## src/rtl/display_suma_bcd.sv

```systemverilog
// -----------------------------------------------------------------------------
// display_suma_bcd
//
// Purpose:
//   Captures the 5-bit total of a 4-bit adder ({Cout,S}, 0..31) on a load
//   strobe, converts it to two decimal digits with a sequential
//   repeated-subtraction FSM, and drives a 2-digit multiplexed common-anode
//   7-segment display with leading-zero blanking on the tens digit.
//   The display digits change only when a conversion completes, so the shown
//   value never flickers while a conversion is running.
//
// Parameters:
//   REFRESH_DIV : clock cycles per digit slot in the display multiplex (>= 2).
//
// Ports:
//   clk     in   1  system clock, rising-edge active
//   rst     in   1  asynchronous active-high reset
//   ST      in   5  adder total, unsigned 0..31
//   cargar  in   1  load strobe, level-sampled on clk
//   ocupado out  1  high while a conversion is in progress
//   listo   out  1  one-cycle pulse when the display digits update
//   seg     out  7  segments {g,f,e,d,c,b,a}, active-low
//   an      out  2  digit anodes, active-low; an[0]=units, an[1]=tens
// -----------------------------------------------------------------------------
module display_suma_bcd #(
  parameter int REFRESH_DIV = 50000
) (
  input  logic       clk,
  input  logic       rst,
  input  logic [4:0] ST,
  input  logic       cargar,
  output logic       ocupado,
  output logic       listo,
  output logic [6:0] seg,
  output logic [1:0] an
);

  localparam int CW = (REFRESH_DIV > 2) ? $clog2(REFRESH_DIV) : 1;
  localparam logic [CW-1:0] CNT_LAST = CW'(REFRESH_DIV - 1);

  typedef enum logic [1:0] {
    IDLE = 2'd0,
    CONV = 2'd1,
    DONE = 2'd2
  } state_t;

  state_t      state;
  logic [4:0]  val;     // remainder being reduced by tens
  logic [1:0]  dec_w;   // working tens digit (0..3)
  logic [3:0]  uni_w;   // working units digit (0..9)
  logic [1:0]  tens;    // displayed tens digit
  logic [3:0]  units;   // displayed units digit
  logic [CW-1:0] cnt;   // refresh counter
  logic        sel;     // 0 = units slot, 1 = tens slot

  // Active-low gfedcba pattern for one decimal digit.
  function automatic logic [6:0] pattern(input logic [3:0] d);
    logic [6:0] p;
    case (d)
      4'd0:    p = 7'b1000000;
      4'd1:    p = 7'b1111001;
      4'd2:    p = 7'b0100100;
      4'd3:    p = 7'b0110000;
      4'd4:    p = 7'b0011001;
      4'd5:    p = 7'b0010010;
      4'd6:    p = 7'b0000010;
      4'd7:    p = 7'b1111000;
      4'd8:    p = 7'b0000000;
      4'd9:    p = 7'b0010000;
      default: p = 7'b1111111;
    endcase
    return p;
  endfunction

  // ---------------------------------------------------------------------------
  // Conversion FSM. ST is sampled only on the load edge; cargar is ignored
  // outside IDLE, so a strobe during a conversion is simply dropped.
  // ---------------------------------------------------------------------------
  always_ff @(posedge clk or posedge rst) begin
    if (rst) begin
      state   <= IDLE;
      val     <= 5'd0;
      dec_w   <= 2'd0;
      uni_w   <= 4'd0;
      tens    <= 2'd0;
      units   <= 4'd0;
      ocupado <= 1'b0;
      listo   <= 1'b0;
    end else begin
      listo <= 1'b0;
      case (state)
        IDLE: begin
          if (cargar) begin
            val     <= ST;
            dec_w   <= 2'd0;
            ocupado <= 1'b1;
            state   <= CONV;
          end
        end
        CONV: begin
          // At most three subtractions (31 -> 21 -> 11 -> 1), so dec_w fits
          // in two bits and val never underflows.
          if (val >= 5'd10) begin
            val   <= val - 5'd10;
            dec_w <= dec_w + 2'd1;
          end else begin
            uni_w <= val[3:0];
            state <= DONE;
          end
        end
        DONE: begin
          tens    <= dec_w;
          units   <= uni_w;
          listo   <= 1'b1;
          ocupado <= 1'b0;
          state   <= IDLE;
        end
        default: begin
          state   <= IDLE;
          ocupado <= 1'b0;
        end
      endcase
    end
  end

  // ---------------------------------------------------------------------------
  // Refresh counter: free-running, independent of the FSM. sel toggles on the
  // wrap edge.
  // ---------------------------------------------------------------------------
  always_ff @(posedge clk or posedge rst) begin
    if (rst) begin
      cnt <= '0;
      sel <= 1'b0;
    end else if (cnt == CNT_LAST) begin
      cnt <= '0;
      sel <= ~sel;
    end else begin
      cnt <= cnt + 1'b1;
    end
  end

  // ---------------------------------------------------------------------------
  // Registered display drive. Uses the current sel and display digits, so a
  // digit update or slot change shows up one edge later.
  // ---------------------------------------------------------------------------
  always_ff @(posedge clk or posedge rst) begin
    if (rst) begin
      an  <= 2'b11;
      seg <= 7'b1111111;
    end else if (!sel) begin
      an  <= 2'b10;
      seg <= pattern(units);
    end else if (tens != 2'd0) begin
      an  <= 2'b01;
      seg <= pattern({2'b00, tens});
    end else begin
      // Leading zero on the tens digit: keep both anodes off.
      an  <= 2'b11;
      seg <= 7'b1111111;
    end
  end

endmodule
```

## config.mk

```make
export PLATFORM = sky130hd
export DESIGN_NAME = display_suma_bcd
export DESIGN_NICKNAME = d
export VERILOG_FILES = /design/src/rtl/display_suma_bcd.sv
export SDC_FILE = /design/constraint.sdc
export NUM_CORES = 1
export LEC_CHECK = 0
export CORE_MARGIN = 3
export CORE_UTILIZATION = 45
export DETAILED_ROUTE_END_ITERATION = 16
export GPL_ROUTABILITY_DRIVEN = 0
export GPL_TIMING_DRIVEN = 0
export HOLD_SLACK_MARGIN = 0.08
export PLACE_DENSITY = 0.67
export SLEW_MARGIN = 0
export SYNTH_ARGS = -nofsm -noshare
export SYNTH_HDL_FRONTEND = slang
export SYNTH_SLANG_ARGS = --single-unit
```

## constraint.sdc

```tcl
create_clock -name clk -period 2.09 [get_ports clk]
set_input_delay 0.418 -clock clk [delete_from_list [all_inputs] [get_ports clk]]
set_output_delay 0.418 -clock clk [all_outputs]
set_load 0.01 [all_outputs]
```

# After elaboration in Yosys (flattened, before gate mapping)
# Memories as Yosys holds them, arrays and structs flattened.
# Cells that the tools add are included.
[word_totals]
regBits = 47
rom_bits = 112
in_bits = 8
wordCells = 55
mem_count = 1
[op_classes]
n_bitwise = 3
addsub = 3
n_mux = 18
eq_ne = 9
n_lt_le_gt_ge = 1
n_reduce_logical = 8
[memory_table]
columns = ["name", "words", "word_bits", "read_ports", "rd_ports_with_merged_regs", "write_ports", "line_no", "rtl"]
rows = [
  ["(name not given)", 16, 7, 1, 0, 0, "59", "case (d)"],
]
[ops]
columns = ["operator", "n"]
rows = [
  ["$pmux W7 S4", 1],
  ["$add A16 B1 Y16 const B", 1],
  ["$eq A16 B16 Y1 const B", 1],
  ["$mux W16", 1],
  ["$mux W7", 2],
  ["$mux W2", 6],
  ["$mux W5", 2],
  ["$pmux W5 S2", 1],
  ["$pmux W2 S2", 2],
  ["$eq A2 B2 Y1 const B", 3],
  ["$ne A2 B2 Y1 const B", 3],
  ["$reduce_and A2 Y1", 3],
  ["$ge A5 B4 Y1 const B", 1],
  ["$sub A5 B4 Y5 const B", 1],
  ["$eq A2 B1 Y1 const B", 2],
  ["$logic_not A2 Y1", 2],
  ["$reduce_bool A2 Y1", 2],
  ["$not A1 Y1", 3],
  ["$reduce_and A3 Y1", 1],
  ["$add A2 B1 Y2 const B", 1],
  ["$mux W1", 2],
  ["$pmux W1 S2", 1],
]

# Longest topological paths before layout
# Gate-level depths: netlist (run 1).
[logic_depth]
word_depth = 4
mapped_depth = 7
ltp_nobuf = 6

# Worst setup path before layout (run 1)
# OpenSTA, ideal clock, no wires.
[synth_path]
kind = "register -> register"
from = "register val[1]"
to = "register uni_w[0]"
stages_incl_launch_ff = 7
t_arrival_ps = 1489
synth_period_minus_slack_ps = 1614
setup_slack_ps = 476
cell_sequence = "dfrtp_1 inv_1 ha_1 nor2b_1 or3_4 nor2_8 mux2_2"
[synth_between]
elab_chain_len = 3
[synth_lines]
columns = ["item", "line_no", "rtl"]
rows = [
  ["start, declared", "48", "logic [4:0] val;"],
  ["start signal, assigned", "104", "val <= val - 5'd10;"],
  ["$ge A5 B4 Y1", "103", "if (val >= 5'd10) begin"],
  ["$not A1 Y1 (no source line)", "n/a", ""],
  ["$reduce_and A2 Y1 (no source line)", "n/a", ""],
  ["end signal, assigned", "107", "uni_w <= val[3:0];"],
  ["end, declared", "50", "logic [3:0] uni_w;"],
]
# No other way between the ends.
# A chain may end at the register's enable or synchronous reset.

# Worst setup path in the final report (run 1)
[layout_path]
from = "register seg[2]"
to = "output port seg[2]"
[layout_rtl]
columns = ["item", "line_no", "rtl"]
rows = [
  ["start, declared", "34", "output logic [6:0] seg,"],
  ["start signal, assigned", "152", "seg <= pattern(units);"],
  ["start signal, assigned", "155", "seg <= pattern({2'b00, tens});"],
]
# No word-level cell between the ends.

==> results of run 1 <==
-- Yosys cell counts (all sizes together) (2+ instances only) --
cell    instances
clkbuf          4
nand2b          4
nand3           6
nand2          14
nor2b           5
dfrtp          38
buf             3
inv             9
dfstp           9
o21a            3
mux2           10
mux2i           4
nor3b           2
xor2            6
o21ai          12
or2             2
nand4           5
a21oi           7
nor4b           2
o22a            3
nor2           20
ha              7
xnor2           9
nor3            2
-- state kept, by name (all words and copies together) (netlist names) --
| name | flops |
|---|---|
| cnt | 16 |
| seg | 7 |
| val | 5 |
| uni_w | 4 |
| units | 4 |
| an | 2 |
| dec_w | 2 |
| state | 2 |
| tens | 2 |
| listo | 1 |
| ocupado | 1 |
| sel | 1 |
-- power breakdown --
| part | internal (W) | total [W] | switching, W |
|---|---|---|---|
| Sequential | 0.00122 | 0.00140 | 0.000176 |
| Clock | 0.000478 | 0.000775 | 0.000297 |
| Combinational | 0.000702 | 0.00131 | 0.000611 |
-- metrics by stage --
stage          total power (W)  std cells  utilization [%]  hold WS, ps
2_1_floorplan          0.00236        200                -          353
3_3_place_gp           0.00270        285             52.5          356
3_5_place_dp           0.00273        286             52.9          363
4_1_cts                0.00352        294             55.7          384
5_1_grt                0.00374        294             55.7          406
6_report               0.00348        294             55.7          379
-- area by class of cell --
| cell class | count | area [µm²] | share of cell area [%] |
|---|---|---|---|
| buffer | 7 | 36.3 | 1.37 |
| multi-input combinational | 137 | 976 | 36.8 |
| tap | 67 | 83.8 | 3.16 |
| sequential | 47 | 1190 | 44.8 |
| timing repair buffer | 19 | 200 | 7.55 |
| inverter | 9 | 33.8 | 1.27 |
| clock inverter | 2 | 60.1 | 2.27 |
| clock buffer | 6 | 72.6 | 2.74 |
-- cell families (layout without fill, tap and decap cells) --
logic type               after synthesis  after routing  share of synthesized area [%]
AND/OR/NAND/NOR                       67             67                           17.0
buffers and inverters                 16             43                           3.14
XOR/XNOR                              15             15                           5.88
adder cells (fa/ha/maj)                7              7                           3.92
flip-flops                            47             47                           53.2
AO/OA/AOI/OAI                         34             34                           9.86
multiplexers                          14             14                           7.00
-- metal layers --
metal / track usage (%) / vias up
met5: 0 / -
met4: 4.35 / 0
met3: 3.19 / 6
met2: 20.5 / 23
met1: 18.2 / 655
li1: - / 738
-- worst max-delay path by stage --
| stage | startpoint | to | slack, ps | cells past startpoint |
|---|---|---|---|---|
| floorplan | val[1] | uni_w[0] | 480 | 6 |
| global placement | rst | units[2] | -330 | 2 |
| detailed placement | cargar | dec_w[0] | 340 | 5 |
| CTS | seg[2] | seg[2] | 320 | 1 |
| global route | cnt[0] | cnt[14] | 150 | 5 |
| finish | seg[2] | seg[2] | 330 | 1 |
==> impl_metrics.ini, run 1 <==
[outcome]
status = completed

[finish]
final_nets = 241
layout-drive-gt1-share_pct = 15.9
syn_to_final_growth_pct = 18.7
final_common_cell = dfrtp_1
final_cell_mix = dfrtp_1, nor2_1, clkdlybuf4s50_1
post-route-cell-area_mm2 = 0.00265
antenna_cells = 0
nFillCells = 421

[synthesis]
synthArstFlopShare_pct = 100
synthDistinctLibCells = 44
syn_area_mm2 = 0.00223
synthTopCellsByArea = dfrtp_1, dfstp_2, ha_1, mux2_2, xnor2_1
synth.largest_area_cell = dfrtp_1
ys_warn_count = 0
synth_nets = 215
seq_area_frac_synth_pct = 53.2
synth-seq-cells = 47
avgSynthCellArea_um2 = 11.2
synth_enable_flop_cells = 0
synthFlopType = dfrtp_1
synth_top_area_share_pct = 42.6
syn_inst = 200

[hold_path]
min_to = an[0]
hold_start = sel
hold_path_depth = 0
hold_path.class = reg2reg

[floorplanning]
die_area_mm2 = 0.00584
fp.dieW_um = 76.5
io-pin-count = 19
die_h_um = 76.5
core-area_mm2 = 0.00475
std_cell_rows = 25
start_util_pct = 47.0

[critical_path]
cp_top_family = flip-flops
crit_chain = clkdlybuf4s50_1
startpoint_type = register
worstRegToRegCells = 6
critPathMaxStageDelay_ps = 520
critical_path_buf_inv_count = 1
worstPathMaxFanout = 1
cp.required_ps = 1670
end_kind = primary output
r2r_end = uni_w[2]
cpMaxStageDelayCell = dfstp_2
path_class = reg2out
worstReg2RegStart = val[1]
arrival_ps = 1340
r2r_setup_slack_ps = 380

[global_routing]
grt_max_degree = 30
grt_overflow_total = 0
grt_pass1_vias = 1378
track_usage_pct = 13.2
antenna_found_initial = 0
grt_pass1_wl_um = 6340

[clocking]
htreeDepth = 2
numCtsBuffers = 5
clock_latency_ps = 300
ctsResizeCount = 0
root_buffer = clkbuf_8
tritoncts = done
clock-sinks = 47
path_clk_slew_ps = 80
clk_path_buf_depth = 2
post_cts_buffers = 0
holdBufCountCts = 0

[timing]
min_period_ps = 1760
fin_skew_ps = 9.17
worst_pin_slew_ps = 425
setup_viol = 0
setup_ws_ps = 333
slew_headroom_pct = 71.7
post-route-period-util_pct = 84.1
fmax_mhz = 569
setup-tns-final_ps = 0
finalMaxSlewViolations = 0
hold_violations = 0
rsz0062_at_grt = no

[route]
initialDrtViolationCount = 47
drcViolationCount = 0
ant_nets = 0
wl_met3_um = 116
wl_met1_um = 1810
vias = 1422
highest_layer = met4
wl_met2_um = 1500
wl_um = 3480
wl_per_cell_um = 11.8
via_per_inst = 4.84
first_pass_iters = 4

[pwr]
peakVddDrop_mv = 0.692
cellLeakagePower_nw = 1.16
powerDensity_mw_per_mm2 = 1320

[place]
portBuffers = 18
placed_cell_area_mm2 = 0.00252
pre_cts_ws_ps = 342
place_hpwl_um = 2500

[flow_run]
maxCapViolCount = 0
Note: power is estimated with default switching activity, not from simulation.
==> run 2: changes to the inputs <==
==> constraint.sdc (replaced) <==
create_clock -name clk -period 1.8 [get_ports clk]
set_input_delay 0.36 -clock clk [delete_from_list [all_inputs] [get_ports clk]]
set_output_delay 0.36 -clock clk [all_outputs]
set_load 0.01 [all_outputs]
==> run 2 against run 1 <==
  * Flip-flop and latch count did not move
  * Sequential share of layout area fell by 0.23 points
  * Utilization rose by 0.34 points
  * Via count rose by 0.63%
  * Register-to-register slack got worse by 290 ps
  * Worst setup slack got worse by 240 ps
  * Non-clock buffer count rose by 1
  * Critical path depth rose by 5
  * Largest power group unchanged
==> impl_metrics.ini, run 2 (synthesis results as in run 1) <==
[clocking]
clk_path_buf_depth = 2
root_buffer = clkbuf_8
clock_latency_ps = 300
numCtsBuffers = 5
path_clk_slew_ps = 90
htreeDepth = 2
tritoncts = done
clock-sinks = 47

[route]
via_per_inst = 4.85
wl_um = 3480
drcViolationCount = 0
vias = 1431
initialDrtViolationCount = 52
ant_nets = 0
wl_per_cell_um = 11.8
first_pass_iters = 4

[critical_path]
end_kind = register
cp.required_ps = 1990
startpoint_type = register
arrival_ps = 1900
worstPathMaxFanout = 6
crit_start = val[1]
r2r_setup_slack_ps = 90
worstReg2RegStart = val[1]
path_class = reg2reg

[global_routing]
track_usage_pct = 13.2
grt_max_degree = 30
grt_pass1_vias = 1378
antenna_found_initial = 0
grt_pass1_wl_um = 6340
grt_overflow_total = 0

[finish]
top_register = cnt
final_nets = 242
final_cell_mix = dfrtp_1, nor2_1, clkdlybuf4s50_1
reg_top3 = cnt x16, seg x7, val x5
layout-drive-gt1-share_pct = 17.1
antenna_cells = 0
post-route-cell-area_mm2 = 0.00267
final_common_cell = dfrtp_1
utilization_pct = 56.1
syn_to_final_growth_pct = 19.4
largest_reg_flops = 16

[outcome]
status = completed

[timing]
setup_ws_ps = 94.2
fmax_mhz = 586
post-route-period-util_pct = 94.8
min_period_ps = 1710
rsz0062_at_grt = no
finalMaxSlewViolations = 0
setup-tns-final_ps = 0
slew_headroom_pct = 71.7
hold_violations = 0
setup_viol = 0
fin_skew_ps = 8.79
worst_pin_slew_ps = 425
hold_slack_ps = 358

[place]
pre_cts_ws_ps = 92.0
portBuffers = 18
place_hpwl_um = 2500
placed_cell_area_mm2 = 0.00252

[hold_path]
hold_path.class = in2async

[floorplanning]
die_h_um = 76.5
std_cell_rows = 25
core-area_mm2 = 0.00475
io-pin-count = 19
die_area_mm2 = 0.00584
start_util_pct = 47.0
fp.dieW_um = 76.5

[pwr]
cellLeakagePower_nw = 1.16
powerDensity_mw_per_mm2 = 1520
peakVddDrop_mv = 0.803

[flow_run]
maxCapViolCount = 0
run 2: cell types whose count changed in the layout (fill, tap and decap cells not counted), sizes merged:
cell,change
buf,+1
run 2: layer usage:
metal	track usage [%]	part of all wire [%]	up-vias
met1	18.2	52	663
met2	20.5	43	21
met3	3.19	3.1	6
met4	4.35	1.5	0
met5	0	0	-
li1	-	-	741
run 2: layout make-up:
| class | instances | area (µm²) |
|---|---|---|
| inverter | 9 | 33.8 |
| clock buffer | 6 | 72.6 |
| sequential | 47 | 1190 |
| fill | 418 | 2090 |
| timing repair buffer | 20 | 208 |
| buffer | 7 | 36.3 |
| multi-input combinational | 137 | 983 |
| tap | 67 | 83.8 |
| clock inverter | 2 | 60.1 |
run 2: power by group:
part           switching (W)  internal [W]
Clock               0.000342      0.000555
Combinational       0.000710      0.000815
Sequential          0.000205       0.00142
Total                0.00126       0.00279
run 2: final timing paths:
path | end | depth (start not counted)
worst min register to register | an[0] | 0
worst min-delay path | cnt[10] | 2
worst max register to register | uni_w[2] | 6
worst max-delay path | uni_w[2] | 6
max in group asynchronous | seg[0] | 3
min in group clk | an[0] | 0
run 2: critical path, stage by stage (launching register included):
cell and delay (ps):
dfrtp_2 450, inv_1 60, ha_1 160, nor2b_1 70, or3_4 370, nor2_8 150
mux2_2 350
run 2: through the flow:
step / cells / total power, W
6_report: 295 / 0.00405
2_1_floorplan: 200 / 0.00275
3_3_place_gp: 285 / 0.00313
5_1_grt: 295 / 0.00434
3_5_place_dp: 286 / 0.00317
4_1_cts: 294 / 0.00408
run 2: what timing repair did:
item,CTS,global route
buffers inserted,0,1
hold buffers,0,0
setup endpoints to repair,0,4
gates resized for setup,0,3
==> run 3: changes to the inputs <==
--- a/config.mk
+++ b/config.mk
@@ -6,12 +6,13 @@
 export NUM_CORES = 1
 export LEC_CHECK = 0
 export CORE_MARGIN = 3
-export CORE_UTILIZATION = 45
+export CORE_UTILIZATION = 55
+export CTS_CLUSTER_DIAMETER = 100
 export DETAILED_ROUTE_END_ITERATION = 16
 export GPL_ROUTABILITY_DRIVEN = 0
 export GPL_TIMING_DRIVEN = 0
 export HOLD_SLACK_MARGIN = 0.08
-export PLACE_DENSITY = 0.67
+export PLACE_DENSITY = 0.78
 export SLEW_MARGIN = 0
 export SYNTH_ARGS = -nofsm -noshare
 export SYNTH_HDL_FRONTEND = slang
==> run 3 against run 2 <==
  * Critical path depth unchanged
  * Worst setup slack worse by 19 ps
  * Sequential power about the same
  * Combinational power about the same
  * Register-to-register slack worse by 20 ps
  * Via count up 4.6%
  * Critical endpoint is now uni_w[0]
  * Die area down 17%
  * First-iteration DRC count up 75%
  * Final area down 2.8%
  * Maximum frequency down 1.1%
  * Flip-flop and latch count unchanged
==> impl_metrics.ini, run 3 (synthesis results as in run 1) <==
[finish]
antenna_cells = 0
final_nets = 242
syn_to_final_growth_pct = 16.0
final_common_cell = dfrtp_1
final_cell_mix = dfrtp_1, nor2_1, clkdlybuf4s50_1
top_register = cnt
post-route-cell-area_mm2 = 0.00259
nFillCells = 296
reg_top3 = cnt x16, seg x7, val x5
layout-drive-gt1-share_pct = 16.7
largest_reg_flops = 16

[place]
pre_cts_ws_ps = 40.5
place_hpwl_um = 2660
placed_cell_area_mm2 = 0.00249
portBuffers = 18

[global_routing]
grt_pass1_wl_um = 6440
grt_pass1_vias = 1495
antenna_found_initial = 0
track_usage_pct = 15.9
grt_overflow_total = 0
grt_max_degree = 36

[pwr]
peakVddDrop_mv = 0.947
switching_share_pct = 33.4
p_seq_share_pct = 43.3
p_comb_share_pct = 41.3
p_int_w = 0.00251
cellLeakagePower_nw = 1.14
powerDensity_mw_per_mm2 = 1450
clkPwrFrac_pct = 15.4
power_switching_w = 0.00126
finalPower_w = 0.00376

[timing]
hold_violations = 0
worst_pin_slew_ps = 423
post-route-period-util_pct = 95.8
fmax_mhz = 580
fin_skew_ps = 3.86
rsz0062_at_grt = no
finalMaxSlewViolations = 0
setup_viol = 0
setup_ws_ps = 75.5
min_period_ps = 1720
slew_headroom_pct = 71.7

[critical_path]
r2r_end = uni_w[0]
arrival_ps = 1890
end_kind = register
critPathMaxStageDelay_ps = 450
path_class = reg2reg
startpoint_type = register
r2r_setup_slack_ps = 80
critical_path_buf_inv_count = 1
cp.required_ps = 1970
cp_top_family = simple AND/OR/NAND/NOR gates
worstRegToRegCells = 6
cpMaxStageDelayCell = dfrtp_2
crit_chain = inv_1, ha_1, nor2b_1, or3_4, nor2_8, mux2_2
worstReg2RegStart = val[1]
worstPathMaxFanout = 6

[clocking]
root_buffer = clkbuf_8
htreeDepth = 2
tritoncts = done
clock-sinks = 47
path_clk_slew_ps = 80
clk_path_buf_depth = 2
numCtsBuffers = 5
clock_latency_ps = 280

[route]
drcViolationCount = 0
ant_nets = 0
via_per_inst = 5.42
wl_um = 3560
initialDrtViolationCount = 91
wl_per_cell_um = 12.9
vias = 1497
first_pass_iters = 4

[floorplanning]
fp.dieW_um = 69.7
io-pin-count = 19
start_util_pct = 58.8
die_h_um = 69.7
std_cell_rows = 22
core-area_mm2 = 0.00380
die_area_mm2 = 0.00486

[outcome]
status = completed

[hold_path]
hold_path.class = in2async

[flow_run]
maxCapViolCount = 0
## run 3: timing repair
item,CTS,global route
hold buffers,0,0
gates resized for setup,0,3
buffers inserted,0,1
endpoints found under the setup margin,0,5
## run 3: worst max-delay path by stage
stage / startpoint / end / slack, ps / depth (start not counted)
after floorplan: val[1] / uni_w[0] / 190 / 6
after global placement: rst / val[2] / -480 / 2
after detailed placement: val[1] / uni_w[0] / 40 / 6
after CTS: val[1] / uni_w[0] / 30 / 6
after global routing: val[1] / uni_w[0] / 5 / 6
final: val[1] / uni_w[0] / 80 / 6
## run 3: cell type report
type,count,area [µm²],area share [%]
plain buffers,7,36.3,1.40
clock buffers,7,76.3,2.95
clock inverters,1,5.00,0.193
inverters,9,33.8,1.30
multi-input cells,137,983,38.0
flip-flops and latches,47,1190,45.9
well taps,48,60.1,2.32
repair buffers,20,208,8.02
## run 3: stage by stage
| stage | std cells | utilization, % | TNS [ps] | hold WS (ps) |
|---|---|---|---|---|
| global route | 276 | 68.2 | 0 | 365 |
| global placement | 266 | 65.1 | -19260 | 359 |
| floorplan | 200 | - | 0 | 353 |
| detailed placement | 267 | 65.6 | 0 | 361 |
| CTS | 275 | 67.8 | 0 | 343 |
| finish | 276 | 68.2 | 0 | 338 |
## run 3: power by group through the flow
stage / registers, W / logic, W / clock network [W]
global route: 0.00167 / 0.00173 / 0.000647
global placement: 0.00163 / 0.00149 / 0
CTS: 0.00162 / 0.00158 / 0.000600
floorplan: 0.00164 / 0.00111 / 0
detailed placement: 0.00164 / 0.00156 / 0
finish: 0.00163 / 0.00156 / 0.000580
## run 3: routing by layer
metal / up-vias / track usage, % / wire length [µm]
met1: 716 / 21.0 / 1660
met2: 33 / 26.4 / 1700
met4: 0 / 5.11 / 53
met5: - / 0 / 0
li1: 741 / - / -
met3: 7 / 3.48 / 150
